`src/rtl/cpu_pkg.sv`:
```
// Shared pipeline-control types: controller state and stall freeze masks.
package cpu_pkg;

    typedef enum logic [1:0] {
        ST_RUN,
        ST_FLUSH_WAIT,
        ST_FLUSH
    } ctrl_state_e;

    // Freeze masks: bit0 PC, bit1 IF, bit2 ID, bit3 EX, bit4 MEM, bit5 WB
    localparam logic [5:0] STALL_NONE = 6'b000000;
    localparam logic [5:0] STALL_ID   = 6'b000111;
    localparam logic [5:0] STALL_EX   = 6'b001111;
    localparam logic [5:0] STALL_MEM  = 6'b011111;

    function automatic logic [31:0] sat_inc32(input logic [31:0] v);
        return (v == 32'hFFFF_FFFF) ? v : v + 32'd1;
    endfunction

endpackage

```
`src/rtl/hazard_detect.sv`:
```
// Load-use hazard check between the load in EX and the source operands in ID.
module hazard_detect
    import cpu_pkg::*;
(
    input  logic       i_ex_is_load,
    input  logic [4:0] i_ex_wd,
    input  logic       i_reg1_read,
    input  logic [4:0] i_reg1_addr,
    input  logic       i_reg2_read,
    input  logic [4:0] i_reg2_addr,
    output logic       o_load_use
);

    logic w_hit1;
    logic w_hit2;

    assign w_hit1 = i_reg1_read && (i_reg1_addr == i_ex_wd);
    assign w_hit2 = i_reg2_read && (i_reg2_addr == i_ex_wd);

    // x0 never carries a real result, so a load into it cannot hazard
    assign o_load_use = i_ex_is_load && (i_ex_wd != 5'd0) && (w_hit1 || w_hit2);

endmodule

```
`src/rtl/pipe_ctrl.sv`:
```
// Pipeline stall/flush controller: stall priority, flush sequencing and
// performance counters.
module pipe_ctrl
    import cpu_pkg::*;
(
    input  logic        clk,
    input  logic        rst,
    input  logic        stallreq_id,
    input  logic        stallreq_ex,
    input  logic        mem_busy,
    input  logic        flush_req,
    input  logic [31:0] flush_pc,
    input  logic        id_reg1_read,
    input  logic        id_reg2_read,
    input  logic [4:0]  id_reg1_addr,
    input  logic [4:0]  id_reg2_addr,
    input  logic        ex_is_load,
    input  logic [4:0]  ex_wd,
    output logic [5:0]  stall,
    output logic        flush,
    output logic [31:0] new_pc,
    output logic [31:0] stall_cnt,
    output logic [15:0] flush_cnt
);

    ctrl_state_e r_state;
    logic        r_flush;
    logic [31:0] r_new_pc;
    logic [31:0] r_stall_cnt;
    logic [15:0] r_flush_cnt;

    logic        w_load_use;
    logic [5:0]  w_stall;

    hazard_detect u_hazard (
        .i_ex_is_load (ex_is_load),
        .i_ex_wd      (ex_wd),
        .i_reg1_read  (id_reg1_read),
        .i_reg1_addr  (id_reg1_addr),
        .i_reg2_read  (id_reg2_read),
        .i_reg2_addr  (id_reg2_addr),
        .o_load_use   (w_load_use)
    );

    always_comb begin
        w_stall = STALL_NONE;
        if (!rst) begin
            unique case (r_state)
                ST_RUN: begin
                    if (mem_busy)
                        w_stall = STALL_MEM;
                    else if (stallreq_ex)
                        w_stall = STALL_EX;
                    else if (stallreq_id || w_load_use)
                        w_stall = STALL_ID;
                end
                ST_FLUSH_WAIT: begin
                    if (mem_busy)
                        w_stall = STALL_MEM;
                end
                default: w_stall = STALL_NONE;
            endcase
        end
    end

    always_ff @(posedge clk) begin
        if (rst) begin
            r_state     <= ST_RUN;
            r_flush     <= 1'b0;
            r_new_pc    <= 32'd0;
            r_stall_cnt <= 32'd0;
            r_flush_cnt <= 16'd0;
        end else begin
            r_flush <= 1'b0;
            if (w_stall[2])
                r_stall_cnt <= sat_inc32(r_stall_cnt);
            unique case (r_state)
                ST_RUN: begin
                    if (flush_req) begin
                        r_new_pc <= flush_pc;
                        if (mem_busy) begin
                            r_state <= ST_FLUSH_WAIT;
                        end else begin
                            r_state     <= ST_FLUSH;
                            r_flush     <= 1'b1;
                            r_flush_cnt <= r_flush_cnt + 16'd1;
                        end
                    end
                end
                // Later requests are dropped here; the first target wins
                ST_FLUSH_WAIT: begin
                    if (!mem_busy) begin
                        r_state     <= ST_FLUSH;
                        r_flush     <= 1'b1;
                        r_flush_cnt <= r_flush_cnt + 16'd1;
                    end
                end
                ST_FLUSH: r_state <= ST_RUN;
                default:  r_state <= ST_RUN;
            endcase
        end
    end

    assign stall     = w_stall;
    assign flush     = r_flush & ~rst;
    assign new_pc    = r_new_pc;
    assign stall_cnt = r_stall_cnt;
    assign flush_cnt = r_flush_cnt;

endmodule

```
`config.mk`:
```
export PLATFORM = sky130hd
export DESIGN_NAME = pipe_ctrl
export DESIGN_NICKNAME = d
export VERILOG_FILES = /design/src/rtl/cpu_pkg.sv /design/src/rtl/hazard_detect.sv /design/src/rtl/pipe_ctrl.sv
export SDC_FILE = /design/constraint.sdc
export NUM_CORES = 1
export LEC_CHECK = 0
export ABC_AREA = 0
export CORE_MARGIN = 2
export CORE_UTILIZATION = 47
export DETAILED_ROUTE_END_ITERATION = 10
export MAX_ROUTING_LAYER = met4
export PLACE_DENSITY = 0.85
export SYNTH_ARGS = -nofsm -noshare
export SYNTH_HDL_FRONTEND = slang
export SYNTH_SLANG_ARGS = --single-unit
export TNS_END_PERCENT = 100
```
`constraint.sdc`:
```
create_clock -name clk -period 6.25 [get_ports clk]
set_input_delay 0.625 -clock clk [delete_from_list [all_inputs] [get_ports clk]]
set_output_delay 0.625 -clock clk [all_outputs]
set_load 0.03 [all_outputs]
```
# Word level (Yosys, flattened, before mapping)
# Cells that the tools add are included.
[word_totals]
reg_bits = 83
latch_bits = 0
ram_bits = 0
mem_bits_ro = 0
output_inout_bits = 87
elab_cells = 45
memories = 0
[classes]
add_sub_neg = 2
mul = 0
div_mod_pow = 0
n_lt_le_gt_ge = 0
eq_ne = 6
shifts = 0
n_mux = 16
bitwise_logic = 3
n_reduce_logical = 13
[op_table]
columns = ["cell", "n"]
rows = [
  ["adder 32 x 1 -> 32 bit, second input constant", 1],
  ["== test 32 bit, second input constant", 1],
  ["2-to-1 mux 16 bit", 2],
  ["case mux 16 bit (2 select lines)", 1],
  ["adder 16 x 1 -> 16 bit, second input constant", 1],
  ["case mux 6 bit (2 select lines)", 1],
  ["== test 5 bit", 2],
  ["2-to-1 mux 5 bit", 2],
  ["AND reduction 2 bit", 4],
  ["2-to-1 mux 2 bit", 3],
  ["2-to-1 mux 6 bit", 1],
  ["nonzero test 5 bit", 1],
  ["logical AND 1 bit", 4],
  ["2-to-1 mux 4 bit", 1],
  ["!= test 2 bit, second input constant", 2],
  ["case mux 2 bit (2 select lines)", 1],
  ["2-to-1 mux 3 bit", 1],
  ["== test 2 x 1 -> 1 bit, second input constant", 1],
  ["zero test 2 bit", 1],
  ["logical OR 1 bit", 2],
  ["2-to-1 mux 1 bit", 2],
  ["inverter 1 bit", 2],
  ["case mux 1 bit (2 select lines)", 1],
  ["nonzero test 2 bit", 1],
  ["AND 1 bit", 1],
]

# Depth between registers and ports, before layout
[depth]
word_depth = 11
ltp_mapped = 10
depth_no_buf = 7

# Hierarchy
# Synthesis repeated with hierarchy kept, for this count alone.
[hier_totals]
cells_unflattened = 448
hier_area_um2 = 3733.6
[by_module_without_submodules]
columns = ["module", "instances", "cells_per_inst", "area_per_inst_um2"]
rows = [
  ["pipe_ctrl", 1, 431, 3599.7],
  ["hazard_detect", 1, 17, 133.9],
]

# Worst setup path after synthesis
# Ideal clock, no wire load.
[synth_path]
path_kind = "input-to-output"
startpoint = "input ex_wd[1]"
endpoint = "output stall[1]"
t_arrival_ns = 2.345
required_ns = 5.625
slack_ns = 3.280
cell_stages = 6
path_buffers = 2
path_cell_list = "or4_1 -> o2111ai_1 -> o21a_1 -> clkbuf_1 -> inv_1 -> buf_4"
[synth_via]
elab_chain_cells = 10
word_cells_on_any_way = 14
cone_classes = "eq/ne (2); mux (5); reduce/logical (7)"
[synth_rtl]
columns = ["item", "line", "rtl"]
rows = [
  ["from (decl)", "pipe_ctrl.sv:18", "input logic [4:0] ex_wd,"],
  ["== test 5 bit (on tied branches)", "hazard_detect.sv:17, hazard_detect.sv:18", ""],
  ["logical AND 1 bit (on tied branches)", "hazard_detect.sv:17, hazard_detect.sv:18", ""],
  ["logical OR 1 bit", "hazard_detect.sv:21", "assign o_load_use = i_ex_is_load && (i_ex_wd != 5'd0) && (w_hit1 || w_hit2);"],
  ["logical AND 1 bit (*)", "hazard_detect.sv:21", ""],
  ["logical OR 1 bit (*)", "pipe_ctrl.sv:54", "else if (stallreq_id || w_load_use)"],
  ["2-to-1 mux 3 bit (*)", "pipe_ctrl.sv:54", ""],
  ["2-to-1 mux 4 bit (*)", "pipe_ctrl.sv:52", "else if (stallreq_ex)"],
  ["2-to-1 mux 5 bit (*)", "pipe_ctrl.sv:50", "if (mem_busy)"],
  ["case mux 6 bit (2 select lines) (*)", "pipe_ctrl.sv:48", "unique case (r_state)"],
  ["2-to-1 mux 6 bit (*)", "pipe_ctrl.sv:47", "if (!rst) begin"],
  ["to (decl)", "pipe_ctrl.sv:19", "output logic [5:0] stall,"],
]
# Mark *: on every way between the ends. The rest lies on a longest branch, timed or not.

# Final worst setup path
[layout_path]
startpoint = "input ex_wd[1]"
endpoint = "output stall[0]"
# Same word-level chain as after synthesis.

==> results.sh <==
export IMPL_grt_max_degree=82
export IMPL_drive_above_1_share_pct=6.08
export IMPL_finalCritPeriodShare_pct=62.4
export IMPL_synthFlopType="dfxtp_1"
export IMPL_drc=0
export IMPL_grt_pass1_vias=3496
export IMPL_die_h_um=92.8
export IMPL_route_vias_total=3701
export IMPL_seq_area_frac_synth_pct=44.8
export IMPL_htreeDepth=3
export IMPL_cts_hold_buffers=0
export IMPL_cap_viol_max_count=0
export IMPL_rsz0062_at_grt="false"
export IMPL_grt_util_met1_pct=28.7
export IMPL_grtUsageTotal_pct=23.5
export IMPL_cts_clk_slew_worst_paths_ns=0.08
export IMPL_crit_fanout=18
export IMPL_area_delta_synth_final_pct=43.6
export IMPL_num_rows=32
export IMPL_yosysWarnings=0
export IMPL_worst_path_buf_inv=3
export IMPL_diodes=0
export IMPL_irDropWorstVdd_v=0.000124
export IMPL_grt_ovfl_total=0
export IMPL_cp_top_family="buffers and inverters"
export IMPL_layout_common_cells="clkdlybuf4s50_1, nand2_1, dfxtp_1, a21oi_1, nor2_1"
export IMPL_cts_buffers=9
export IMPL_met3_usage_pct=4.64
export IMPL_crit_path_top_delay_cell="clkdlybuf4s50_1"
export IMPL_hold_class="reg2reg"
export IMPL_post_route_min_period_ns=3.90
export IMPL_outcome="finished clean"
export IMPL_ioPinCount=143
export IMPL_hpwl_mm=7.22
export IMPL_post_cts_buffers=0
export IMPL_cp_cell_sequence="clkdlybuf4s50_1 -> or4_1 -> o2111ai_1 -> o21a_1 -> inv_1 -> clkdlybuf4s50_1"
export IMPL_start_util_pct=48.2
export IMPL_via_per_inst=5.46
export IMPL_gp_congestion=0.815
export IMPL_root_buffer="clkbuf_8"
export IMPL_setup_tns_ns=0
export IMPL_ant_nets=0
export IMPL_fmax_mhz=256
export IMPL_busiest_layer="met2"
export IMPL_chipWidth_um=92.8
export IMPL_portBuffers=141
export IMPL_timing_worst_setup_path_type="in2out"
export IMPL_slowest_delay_ns=0.63
export IMPL_power_density_mw_per_mm2=213
export IMPL_synthCells=446
export IMPL_ys_types=45
export IMPL_hold_viol=0
export IMPL_worstSetupEndpointType="output pin"
export IMPL_tightestPinTransition_ns=1.12
export IMPL_clk_latency_ns=0.34
export IMPL_drt_iter0_drc=162
export IMPL_synth_nets=504
export IMPL_synth_edff_count=0
export IMPL_core_area_sq_mm=0.00769
export IMPL_ys_ff_latch=83
export IMPL_cts_buffer_depth=2
export IMPL_grt_pass1_wl_mm=16.2
export IMPL_wl_mm=10.2
export IMPL_cts_tree="yes"
export IMPL_finalNetCount=630
export IMPL_setup_viol=0
export IMPL_antenna_found_initial=0
export IMPL_critPathLaunchType="primary input"
export IMPL_syn_avg_cell_area_sq_um=8.31
export IMPL_slew_violations=0
export IMPL_async_flop_share_pct=0
export IMPL_synth_area_sq_mm=0.00371
export IMPL_wl_per_cell_um=15.0
export IMPL_p_leak_nw=1.75
export IMPL_dr_pass1_iters=4
export IMPL_met2_usage_pct=38.8
export IMPL_worstPathArrival_ns=3.27
export IMPL_dieArea_sq_mm=0.00861
export IMPL_clock_sinks=83
export IMPL_cpMostUsedCell="clkdlybuf4s50_1"
export IMPL_cp_required_ns=5.62
export IMPL_relSlewSlack_pct=25.6
export IMPL_layout_core_utilization_pct=69.3
export IMPL_cts_resized=0
export IMPL_finalClockSkew_ns=0.00798
export IMPL_mostFrequentLayoutCell="clkdlybuf4s50_1"
## cell families (layout without fill, tap and decap cells)
family | count (synthesis) | after routing | share of synthesized area (%)
muxes | 1 | 1 | 0.270
and+or+nand+nor | 197 | 197 | 26.1
AOI/OAI and AO/OA | 104 | 104 | 17.6
buffers and inverters | 32 | 162 | 4.29
other | 1 | 1 | 0.101
DFF | 83 | 83 | 44.8
xor gates and xnor gates | 26 | 26 | 6.14
adders and majority gates | 2 | 2 | 0.675
## through the flow
step           hold slack [ns]  power [mW]  cell area, sq um  std cells  setup slack (ns)
3_3_place_gp             0.441       0.732              5110        663              2.47
5_1_grt                  0.478        1.18              5320        678              2.16
3_5_place_dp             0.446       0.735              5110        663              2.37
2_1_floorplan            0.550       0.655              3710        446              3.28
4_1_cts                  0.456        1.14              5320        678              2.34
6_report                 0.455        1.14              5320        678              2.35
## flip-flops by register name, summed over array words and instances (netlist names)
register / flops
flush_cnt: 16
new_pc: 32
r_flush: 1
r_state: 2
stall_cnt: 32
## synthesized netlist by cell type, types with 4 or more instances
cell type / n / area [sq um]
o21a_1: 4 / 30.0
a21oi_2: 10 / 87.6
or3_1: 12 / 75.1
nor3_1: 5 / 25.0
o21ai_0: 9 / 45.0
a21oi_1: 51 / 255
nand3_1: 15 / 75.1
nand4_1: 14 / 87.6
xnor2_1: 13 / 114
dfxtp_1: 83 / 1660
o31ai_1: 15 / 113
buf_4: 5 / 37.5
nor2_1: 24 / 90.1
nand2_1: 88 / 330
xor2_1: 13 / 114
or4_1: 18 / 135
clkbuf_1: 18 / 67.6
and3_1: 4 / 25.0
inv_1: 5 / 18.8
## tightest hold or removal path, cell delays in order, from the launching register on
cell and delay [ns]:
dfxtp_1 0.31, nand2_1 0.05, a21oi_1 0.05
## per-layer routing
layer / up-vias / share of wire [%]
met3: 16 / 6.6
met2: 125 / 48
met4: 0 / 1.8
li1: 1830 / -
met1: 1730 / 44
met5: - / 0
## final timing paths
path	start	end	slack, ns	cells after the start
worst max-delay path	ex_wd[1]	stall[0]	2.35	6
worst min-delay path	new_pc[17]	new_pc[17]	0.46	2
worst max register to register	stall_cnt[0]	stall_cnt[14]	3.14	7
worst min register to register	new_pc[17]	new_pc[17]	0.46	2
## layout make-up
class,count,area (sq um)
Clock inverter,5,77.6
Timing Repair Buffer,142,1410
Multi-Input combinational cell,331,1890
Sequential cell,83,1660
Tap cell,102,128
Fill cell,667,2360
Inverter,5,18.8
Clock buffer,10,138
## where the power goes
| group | total [mW] | leakage (nW) | switching [mW] | internal, mW |
|---|---|---|---|---|
| combinational | 0.169 | 0.965 | 0.0910 | 0.0777 |
| clock | 0.414 | 0.108 | 0.181 | 0.232 |
| sequential | 0.554 | 0.675 | 0.00960 | 0.544 |
No activity file was read; power rests on OpenSTA's default activity.
